`src/rtl/if_fetch_ctrl_if.sv`:
```
// Fetch-side handshake bundle between the IF fetch sequencer, IF, Q_IFID and the
// branch-resolving stage. The sequencer is the master.
interface if_fetch_ctrl_if;
  logic        tQ_IFID_full;
  logic        imem_ready;
  logic        branch_valid;
  logic [31:0] branch_target;
  logic        FREEZE;
  logic        no_new_fetch;
  logic        taken_branch1;
  logic [31:0] nextInstruction_address;
  logic        fetchNull2;

  modport master (
    input  tQ_IFID_full, imem_ready, branch_valid, branch_target,
    output FREEZE, no_new_fetch, taken_branch1, nextInstruction_address, fetchNull2
  );

  modport slave (
    output tQ_IFID_full, imem_ready, branch_valid, branch_target,
    input  FREEZE, no_new_fetch, taken_branch1, nextInstruction_address, fetchNull2
  );
endinterface

```
`src/rtl/if_fetch_ctrl.sv`:
```
// IF-stage fetch sequencer: start-up warm-up, back-pressure stall, taken-branch redirect
// and wrong-path squash. Define IFCTRL_PERF_CNT_EN to add saturating perf counters.
module if_fetch_ctrl #(
  parameter int START_DELAY  = 2,
  parameter int SQUASH_SLOTS = 1
`ifdef IFCTRL_PERF_CNT_EN
  , parameter int CNT_W      = 32
`endif
) (
  input  logic           CLK,
  input  logic           RESET,
  input  logic           start,
  input  logic           halt_req,
  if_fetch_ctrl_if.master bus,
  output logic           halted,
  output logic [2:0]     state_o
`ifdef IFCTRL_PERF_CNT_EN
  , output logic [CNT_W-1:0] fetch_cnt
  , output logic [CNT_W-1:0] stall_cnt
  , output logic [CNT_W-1:0] squash_cnt
`endif
);
  localparam logic [2:0] IDLE   = 3'd0;
  localparam logic [2:0] WARM   = 3'd1;
  localparam logic [2:0] RUN    = 3'd2;
  localparam logic [2:0] STALL  = 3'd3;
  localparam logic [2:0] REDIR  = 3'd4;
  localparam logic [2:0] SQUASH = 3'd5;
  localparam logic [2:0] HALT   = 3'd6;

  localparam int DW = (START_DELAY  > 2) ? $clog2(START_DELAY)    : 1;
  localparam int SW = (SQUASH_SLOTS > 1) ? $clog2(SQUASH_SLOTS+1) : 1;
  localparam logic [DW-1:0] WARM_INIT = DW'((START_DELAY > 0) ? START_DELAY - 1 : 0);
  localparam logic [SW-1:0] SQ_INIT   = SW'(SQUASH_SLOTS);

  logic [2:0]    state_q, state_d;
  logic          pend_q, pend_d;
  logic [31:0]   tgt_q, tgt_d;
  logic [DW-1:0] wcnt_q, wcnt_d;
  logic [SW-1:0] scnt_q, scnt_d;
  logic          tb1_q, tb1_d;
  logic          fn2_q, fn2_d;
  logic          halted_q, halted_d;

  logic active, freeze, accept, bp, capture;

  assign active = (state_q == RUN) || (state_q == REDIR) || (state_q == SQUASH);
  assign bp     = bus.tQ_IFID_full || !bus.imem_ready;
  assign freeze = !active || bp;
  assign accept = !freeze && active;

  assign bus.FREEZE                  = freeze;
  assign bus.no_new_fetch            = !active;
  assign bus.taken_branch1           = tb1_q;
  assign bus.nextInstruction_address = tgt_q;
  assign bus.fetchNull2              = fn2_q;
  assign halted                      = halted_q;
  assign state_o                     = state_q;

  always_comb begin
    state_d = state_q;
    pend_d  = pend_q;
    tgt_d   = tgt_q;
    wcnt_d  = wcnt_q;
    scnt_d  = scnt_q;
    capture = 1'b0;
    case (state_q)
      IDLE, HALT: begin
        if (start) begin
          if (START_DELAY == 0) begin
            state_d = pend_q ? REDIR : RUN;
          end else begin
            state_d = WARM;
            wcnt_d  = WARM_INIT;
          end
        end
      end
      WARM: begin
        if (wcnt_q == '0) state_d = pend_q ? REDIR : RUN;
        else              wcnt_d  = wcnt_q - DW'(1);
      end
      RUN: begin
        if (bus.branch_valid) begin
          capture = 1'b1;
          state_d = REDIR;
        end else if (bp) begin
          state_d = STALL;
        end
      end
      STALL: begin
        // first captured target wins until the redirect is issued
        if (bus.branch_valid && !pend_q) capture = 1'b1;
        if (!bp) state_d = (pend_q || capture) ? REDIR : RUN;
      end
      REDIR: begin
        if (accept) begin
          pend_d = 1'b0;
          if (SQUASH_SLOTS > 0) begin
            state_d = SQUASH;
            scnt_d  = SQ_INIT;
          end else begin
            state_d = RUN;
          end
        end
      end
      SQUASH: begin
        if (bus.branch_valid) begin
          capture = 1'b1;
          state_d = REDIR;
        end else if (accept) begin
          scnt_d = scnt_q - SW'(1);
          if (scnt_q == SW'(1)) state_d = RUN;
        end
      end
      default: state_d = IDLE;
    endcase
    if (capture) begin
      tgt_d  = bus.branch_target;
      pend_d = 1'b1;
    end
    // halt overrides every transition but keeps any captured redirect
    if (halt_req && state_q != IDLE) state_d = HALT;
    tb1_d    = (state_d == REDIR);
    fn2_d    = (state_d == SQUASH);
    halted_d = (state_d == HALT);
  end

  always_ff @(posedge CLK) begin
    if (!RESET) begin
      state_q  <= IDLE;
      pend_q   <= 1'b0;
      tgt_q    <= '0;
      wcnt_q   <= '0;
      scnt_q   <= '0;
      tb1_q    <= 1'b0;
      fn2_q    <= 1'b0;
      halted_q <= 1'b0;
    end else begin
      state_q  <= state_d;
      pend_q   <= pend_d;
      tgt_q    <= tgt_d;
      wcnt_q   <= wcnt_d;
      scnt_q   <= scnt_d;
      tb1_q    <= tb1_d;
      fn2_q    <= fn2_d;
      halted_q <= halted_d;
    end
  end

`ifdef IFCTRL_PERF_CNT_EN
  logic [CNT_W-1:0] fc_q, fc_d, sc_q, sc_d, qc_q, qc_d;

  always_comb begin
    fc_d = fc_q;
    sc_d = sc_q;
    qc_d = qc_q;
    if (accept && ~&fc_q)           fc_d = fc_q + CNT_W'(1);
    if (active && freeze && ~&sc_q) sc_d = sc_q + CNT_W'(1);
    if (accept && fn2_q && ~&qc_q)  qc_d = qc_q + CNT_W'(1);
  end

  always_ff @(posedge CLK) begin
    if (!RESET) begin
      fc_q <= '0;
      sc_q <= '0;
      qc_q <= '0;
    end else begin
      fc_q <= fc_d;
      sc_q <= sc_d;
      qc_q <= qc_d;
    end
  end

  assign fetch_cnt  = fc_q;
  assign stall_cnt  = sc_q;
  assign squash_cnt = qc_q;
`endif
endmodule
```
`src/flat_wrapper.sv`:
```
// flat-port wrapper written by rule: the top's interface ports become plain ports
module if_fetch_ctrl_flat 
#(
  parameter int START_DELAY  = 2,
  parameter int SQUASH_SLOTS = 1

)
  (CLK, RESET, start, halt_req, halted, state_o, bus_tQ_IFID_full, bus_imem_ready, bus_branch_valid, bus_branch_target, bus_FREEZE, bus_no_new_fetch, bus_taken_branch1, bus_nextInstruction_address, bus_fetchNull2);
  if_fetch_ctrl_if bus_i ();
  input  logic CLK;
  input  logic RESET;
  input  logic start;
  input  logic halt_req;
  output logic halted;
  output logic [2:0] state_o;
  input wire logic [$bits(bus_i.tQ_IFID_full)-1:0] bus_tQ_IFID_full;
  input wire logic [$bits(bus_i.imem_ready)-1:0] bus_imem_ready;
  input wire logic [$bits(bus_i.branch_valid)-1:0] bus_branch_valid;
  input wire logic [$bits(bus_i.branch_target)-1:0] bus_branch_target;
  output wire logic [$bits(bus_i.FREEZE)-1:0] bus_FREEZE;
  output wire logic [$bits(bus_i.no_new_fetch)-1:0] bus_no_new_fetch;
  output wire logic [$bits(bus_i.taken_branch1)-1:0] bus_taken_branch1;
  output wire logic [$bits(bus_i.nextInstruction_address)-1:0] bus_nextInstruction_address;
  output wire logic [$bits(bus_i.fetchNull2)-1:0] bus_fetchNull2;
  assign bus_i.tQ_IFID_full = bus_tQ_IFID_full;
  assign bus_i.imem_ready = bus_imem_ready;
  assign bus_i.branch_valid = bus_branch_valid;
  assign bus_i.branch_target = bus_branch_target;
  assign bus_FREEZE = bus_i.FREEZE;
  assign bus_no_new_fetch = bus_i.no_new_fetch;
  assign bus_taken_branch1 = bus_i.taken_branch1;
  assign bus_nextInstruction_address = bus_i.nextInstruction_address;
  assign bus_fetchNull2 = bus_i.fetchNull2;
  if_fetch_ctrl #(.START_DELAY(START_DELAY), .SQUASH_SLOTS(SQUASH_SLOTS)) u_core (.CLK(CLK), .RESET(RESET), .start(start), .halt_req(halt_req), .bus(bus_i), .halted(halted), .state_o(state_o));
endmodule
```
`config.mk`:
```
export PLATFORM = sky130hd
export DESIGN_NAME = if_fetch_ctrl_flat
export DESIGN_NICKNAME = d
export VERILOG_FILES = /design/src/rtl/if_fetch_ctrl_if.sv /design/src/rtl/if_fetch_ctrl.sv /design/src/flat_wrapper.sv
export SDC_FILE = /design/constraint.sdc
export NUM_CORES = 1
export LEC_CHECK = 0
export ABC_AREA = 1
export CAP_MARGIN = 0
export CORE_AREA = 2 2 62 75
export CTS_CLUSTER_DIAMETER = 40
export DETAILED_ROUTE_END_ITERATION = 12
export DIE_AREA = 0 0 64 77
export GPL_TIMING_DRIVEN = 0
export PLACE_DENSITY = 0.82
export SKIP_LAST_GASP = 1
export SYNTH_ARGS = -nofsm -noshare
export SYNTH_HDL_FRONTEND = slang
export SYNTH_SLANG_ARGS = --single-unit
export TNS_END_PERCENT = 10
```
`constraint.sdc`:
```
create_clock -name CLK -period 2.3 [get_ports CLK]
set_input_delay 0.46 -clock CLK [delete_from_list [all_inputs] [get_ports CLK]]
set_output_delay 0.46 -clock CLK [all_outputs]
set_load 0.01 [all_outputs]
```
# Word-level counts from Yosys, hierarchy flattened
# Index checks and enable logic that the tools add are counted.
# totals
reg_bits,41
input_bits,39
out_inout_bits,40
wordCells,73
# classes
add_sub_neg,2
eq_ne,13
mux,27
n_reduce_logical,23
# ops
cell,count
3-bit 2-to-1 mux,12
"3-bit == test, second input constant",6
3-bit case mux with 6 select lines,1
1-bit 2-to-1 mux,11
2-bit nonzero test,4
"3-bit by 2-bit == test with 1-bit output, second input constant",2
1-bit case mux with 2 select lines,3
1-bit logical OR,5
1-bit logical NOT,4
"2-bit by 1-bit inequality test with 1-bit output, second input constant",2
"2-bit inequality test, second input constant",2
2-bit AND reduction,2
4-bit AND reduction,1
2-bit OR reduction,2
"3-bit by 1-bit == test with 1-bit output, second input constant",1
1-bit logical AND,3
3-bit logical NOT,1
3-bit nonzero test,1
"1-bit subtractor, second input constant",2

# Longest topological paths before layout
# depth
ltp_word,12
mapped_depth,11
depth_no_buf,10

# Worst setup path after synthesis
# No wires, ideal clock.
# synth_timing
path_type,reg2reg
startpoint,"register u_core.state_q[0], in the netlist u_core.state_o[0]"
endpoint,"register u_core.tgt_q[15], in the netlist u_core.bus.nextInstruction_address[15]"
setup_ns,0.116
t_arrival_ns,1.277
required_time_ns,2.184
path_slack_ns,0.908
stages_incl_launch_ff,10
n_path_buf,2
synth_period_minus_slack_ns,1.392
path_cell_list,dfxtp_1 -> buf_6 -> nand2_1 -> nor2_2 -> nand3_1 -> nand2_4 -> inv_6 -> buf_12 -> nor2_1 -> nor2_1
# synth_via
elab_chain_cells,3
# synth_lines
element,line,text
"start, declared",if_fetch_ctrl.sv:36,"logic [2:0] state_q, state_d;"
"start signal, assigned",if_fetch_ctrl.sv:139,state_q <= state_d;
3-bit == test or 3-bit by 2-bit == test with 1-bit output (tied branches),if_fetch_ctrl.sv:67,case (state_q)
2-bit OR reduction (no source line),-,
1-bit case mux with 2 select lines (*),if_fetch_ctrl.sv:67,
"end signal, assigned",if_fetch_ctrl.sv:141,tgt_q <= tgt_d;
"end, declared",if_fetch_ctrl.sv:38,"logic [31:0] tgt_q, tgt_d;"
# Every way passes the cells marked *; elsewhere a longest branch is shown, timed or not.
# A chain may end at the register's enable or synchronous reset.

# Worst setup path after layout
# layout_timing
startpoint,input bus_imem_ready
endpoint,output bus_FREEZE
# layout_via
elab_chain_cells,3
# layout_lines
element,line,text
"start, declared",flat_wrapper.sv:17,input wire logic [$bits(bus_i.imem_ready)-1:0] bus_imem_ready;
1-bit logical NOT,if_fetch_ctrl.sv:48,assign bp = bus.tQ_IFID_full || !bus.imem_ready;
1-bit logical OR,if_fetch_ctrl.sv:48,
1-bit logical OR,if_fetch_ctrl.sv:49,assign freeze = !active || bp;
"end, declared",flat_wrapper.sv:20,output wire logic [$bits(bus_i.FREEZE)-1:0] bus_FREEZE;
# Every way passes these cells.

==> impl_results.md <==
* Status: finished, final reports clean
* Cell type with the largest total area after synthesis: sky130_fd_sc_hd__dfxtp_1
* Summed negative setup slack over all endpoints at 0 ns
* Sequential area share after synthesis at 44.99%
* EDFF count, synth at 0
* Number of synthesis warnings at 0
* Horizontal die dimension at 64 um
* Final wirelength at 4367 um
* Cell area after technology mapping at 1824 um2
* Skew-Pair Late Insertion Delay at 0.30 ns
* All-Layer GR Usage at 18.96%
* RSZ-0062 raised after global routing: no
* Max-cap violations at 0
* Mapped Cells at 247
* Height of the chip at 77 um
* Met3 Usage GRT at 6.598%
* Placed instance area at 2665 um2
* Number of gates on the worst path with buffers counted at 5
* Share of flip-flops with an asynchronous set or reset after synthesis at 0%
* Switching power at 1.153 mW
* Pleak at 1.193 nW
* Final critical path time including I/O delays and setup at 2.190 ns
* Count of antenna diodes in the layout at 0
* Total Die Area at 4928 um2
* Pre-CTS setup slack at 0.03873 ns
* Max Buffers Root-to-Sink at 2
* Avg Inst Size Synth at 7.386 um2
* Peak supply drop at 0.5927 mV
* # Post-CTS Setup Buffers at 0
* Highest-delay cell along the critical path: sky130_fd_sc_hd__clkdlybuf4s50_1
* Share of the cycle needed by the critical path after routing at 95.24%
* Largest net degree at the start of global routing at 13
* Maximum achievable frequency at 0.4565 GHz
* Longest individual stage delay on the worst path at 0.50 ns
* Top cells by count, synth: sky130_fd_sc_hd__nor2_1 (63), sky130_fd_sc_hd__dfxtp_1 (41), sky130_fd_sc_hd__nand2_1 (34)
* Antenna Violating Nets Remaining at 0
* Worst hold path class: reg -> reg
* Proportion of power drawn by flip-flops and latches at 34.3%
* Nets@finish at 370
* Number of design-rule violations left by the first detailed-router iteration at 71
* Post-route cell area at 2769 um2
* Clock slew at reported path FFs at 0.07 ns
* Final setup violation count at 0
* Kind of end point of the critical path: primary output
* TritonCTS sink count at 41
* Worst hold path stage count at 2
* Top area cells in the synthesized netlist: sky130_fd_sc_hd__dfxtp_1 (45%), sky130_fd_sc_hd__nor2_1 (13%), sky130_fd_sc_hd__o21ai_0 (7.7%)
* Residual DRC at 0
* Layout overhead on the synthesized area at 51.78%
* Initial antenna violation count at 0
* Least-Margin Pin Slew at 0.4087 ns
* Final weighted congestion of routability-driven global placement at 0.8840
* Data arrival at the endpoint of the critical path at 1.73 ns
* Number of buffers and inverters on the critical path at 3
* Relative contribution of the clock network to total power at 16.3%
* Area of the core at 4197 um2
* Grt met2 use at 33.23%
* Library cell appearing most often on the critical path: sky130_fd_sc_hd__clkdlybuf4s50_1
* Ratio of cells with drive above 1 in the final layout at 12.95%
* Number of vias per cell after detailed routing at 4.644
* Slew Viols, Final at 0
* Pre-Repair DR Iteration Count at 4
* Number of global-route vias before repair at 1747
* Largest clock skew in the final design at 0.008442 ns
* Count of state elements after synthesis at 41
* Number of top-level design ports at 79
* Worst-path fanout max at 4
* Vias at 1802
* Gate power share at 49.4%
* Mapped Nets at 286
* GRT Max-Usage Layer: met2
* Required arrival time at the worst endpoint at 1.84 ns
* Top delay family on crit path: buffers and inverters
* HPWL after detailed placement at 3248 um
* TritonCTS clock tree: built
* Average wire per standard cell at 11.26 um
* Tightest slew margin relative to the limit at 72.75%
* Num CTS Buffers at 5
* Leading cell type by number of instances after synthesis: sky130_fd_sc_hd__nor2_1
* Remaining global-route overflow at 0
* Internal cell power at 1.998 mW
* Yosys top cell area share at 44.99%
* Worst setup path category: in -> out
* Design Power at 3.152 mW
* Global-route track usage on met1 at 19.91%
* Critical path cell sequence: clkdlybuf4s50_1 > inv_1 > nor2_2 > nand2_1 > clkdlybuf4s50_1
* Filler Cells Inserted at 346
* Initial core utilization at 43.47%
* H-tree levels at 2
* Leading register cell type out of synthesis: sky130_fd_sc_hd__dfxtp_1
* First-pass GRT wire length at 7445 um
* Hold violation count in the final report at 0
* Core Util, Final at 65.98%
* Row count at 26
* Worst Setup Slack, final at 0.1095 ns
* Number of unique standard cell types used by synthesis at 23
* Power per unit of standard cell area at 1138 nW/um2
* Clock root buffer master: sky130_fd_sc_hd__clkbuf_8
* Worst reg-to-reg path cell count at 9
* Switching share of power at 36.59%
* Critical path startpoint category: input port
* Number of buffers added on ports at 77
final cells by class:
cell class / count / area [um2] / area share, %
Sequential cell: 41 / 820.8 / 29.64
Multi-Input combinational cell: 173 / 800.8 / 28.92
Timing Repair Buffer: 77 / 770.7 / 27.84
Buffer: 12 / 118.9 / 4.293
Clock buffer: 7 / 96.34 / 3.479
Inverter: 21 / 86.33 / 3.118
Tap cell: 56 / 70.07 / 2.530
Clock inverter: 1 / 5.005 / 0.1807
flip-flops by register name, summed over array words and instances, names as in the netlist:
signal                              flops
u_core.bus.fetchNull2                   1
u_core.bus.nextInstruction_address     32
u_core.bus.taken_branch1                1
u_core.halted                           1
u_core.pend_q                           1
u_core.scnt_q                           1
u_core.state_o                          3
u_core.wcnt_q                           1
routing by layer:
layer	routed length, um	vias up
met4	121	0
met2	2110	58
met3	364	14
met5	0	-
li1	-	943
met1	1772	787
cell usage in the layout, fill, tap and decap left out, types with 2 or more instances in the layout:
cell / instances
sky130_fd_sc_hd__a21oi_1: 3
sky130_fd_sc_hd__buf_12: 2
sky130_fd_sc_hd__buf_6: 5
sky130_fd_sc_hd__clkbuf_1: 4
sky130_fd_sc_hd__clkbuf_8: 7
sky130_fd_sc_hd__clkdlybuf4s50_1: 77
sky130_fd_sc_hd__dfxtp_1: 41
sky130_fd_sc_hd__inv_1: 17
sky130_fd_sc_hd__inv_2: 2
sky130_fd_sc_hd__nand2_1: 34
sky130_fd_sc_hd__nand3_1: 13
sky130_fd_sc_hd__nand4_1: 2
sky130_fd_sc_hd__nor2_1: 62
sky130_fd_sc_hd__nor2_2: 20
sky130_fd_sc_hd__o21ai_0: 28
sky130_fd_sc_hd__o21ai_1: 5
logic make-up (layout without fill, tap and decap cells):
group / count (synthesis) / in the layout / share of synthesized area, %
compound gates: 39 / 39 / 11.18
buf+inv: 33 / 118 / 11.25
flops: 41 / 41 / 44.99
simple gates: 134 / 134 / 32.58
path summary, 6_finish.rpt:
path / from / endpoint / slack [ns]
max: bus_imem_ready / bus_FREEZE / 0.11
min: u_core.wcnt_q$_SDFFE_PN0P_ / u_core.wcnt_q$_SDFFE_PN0P_ / 0.50
max reg2reg: u_core.state_o[0]$_SDFF_PN0_ / u_core.bus.nextInstruction_address[16]$_SDFFE_PN0P_ / 0.83
min reg2reg: u_core.wcnt_q$_SDFFE_PN0P_ / u_core.wcnt_q$_SDFFE_PN0P_ / 0.50
power by group through the flow:
stage / Clock [mW] / Combinational, mW / Sequential [mW]
6_report: 0.514 / 1.56 / 1.08
3_5_place_dp: 0 / 1.57 / 1.09
2_1_floorplan: 0 / 0.777 / 1.19
5_1_grt: 0.555 / 1.73 / 1.11
4_1_cts: 0.524 / 1.58 / 1.08
3_3_place_gp: 0 / 1.55 / 1.08
repair_timing:
| item | in CTS | in global routing |
|---|---|---|
| setup endpoints to repair | 0 | 1 |
| gates resized for setup | 0 | 1 |
| hold buffers | 0 | 0 |
stage by stage:
stage,hold slack (ns),cells
CTS,0.4990,388
global route,0.5400,388
floorplan,0.4588,247
finish,0.4960,388
global placement,0.4774,380
detailed placement,0.4880,380
worst register-to-register path, cell delays in order, from the launching register on:
cell	delay (ns)
sky130_fd_sc_hd__dfxtp_1	0.34
sky130_fd_sc_hd__buf_6	0.15
sky130_fd_sc_hd__nand2_1	0.08
sky130_fd_sc_hd__nor2_2	0.15
sky130_fd_sc_hd__nand3_1	0.14
sky130_fd_sc_hd__nand2_4	0.17
sky130_fd_sc_hd__inv_6	0.06
sky130_fd_sc_hd__buf_12	0.14
sky130_fd_sc_hd__nor2_1	0.08
sky130_fd_sc_hd__nor2_1	0.05
Power figures use the tool's default switching activity.
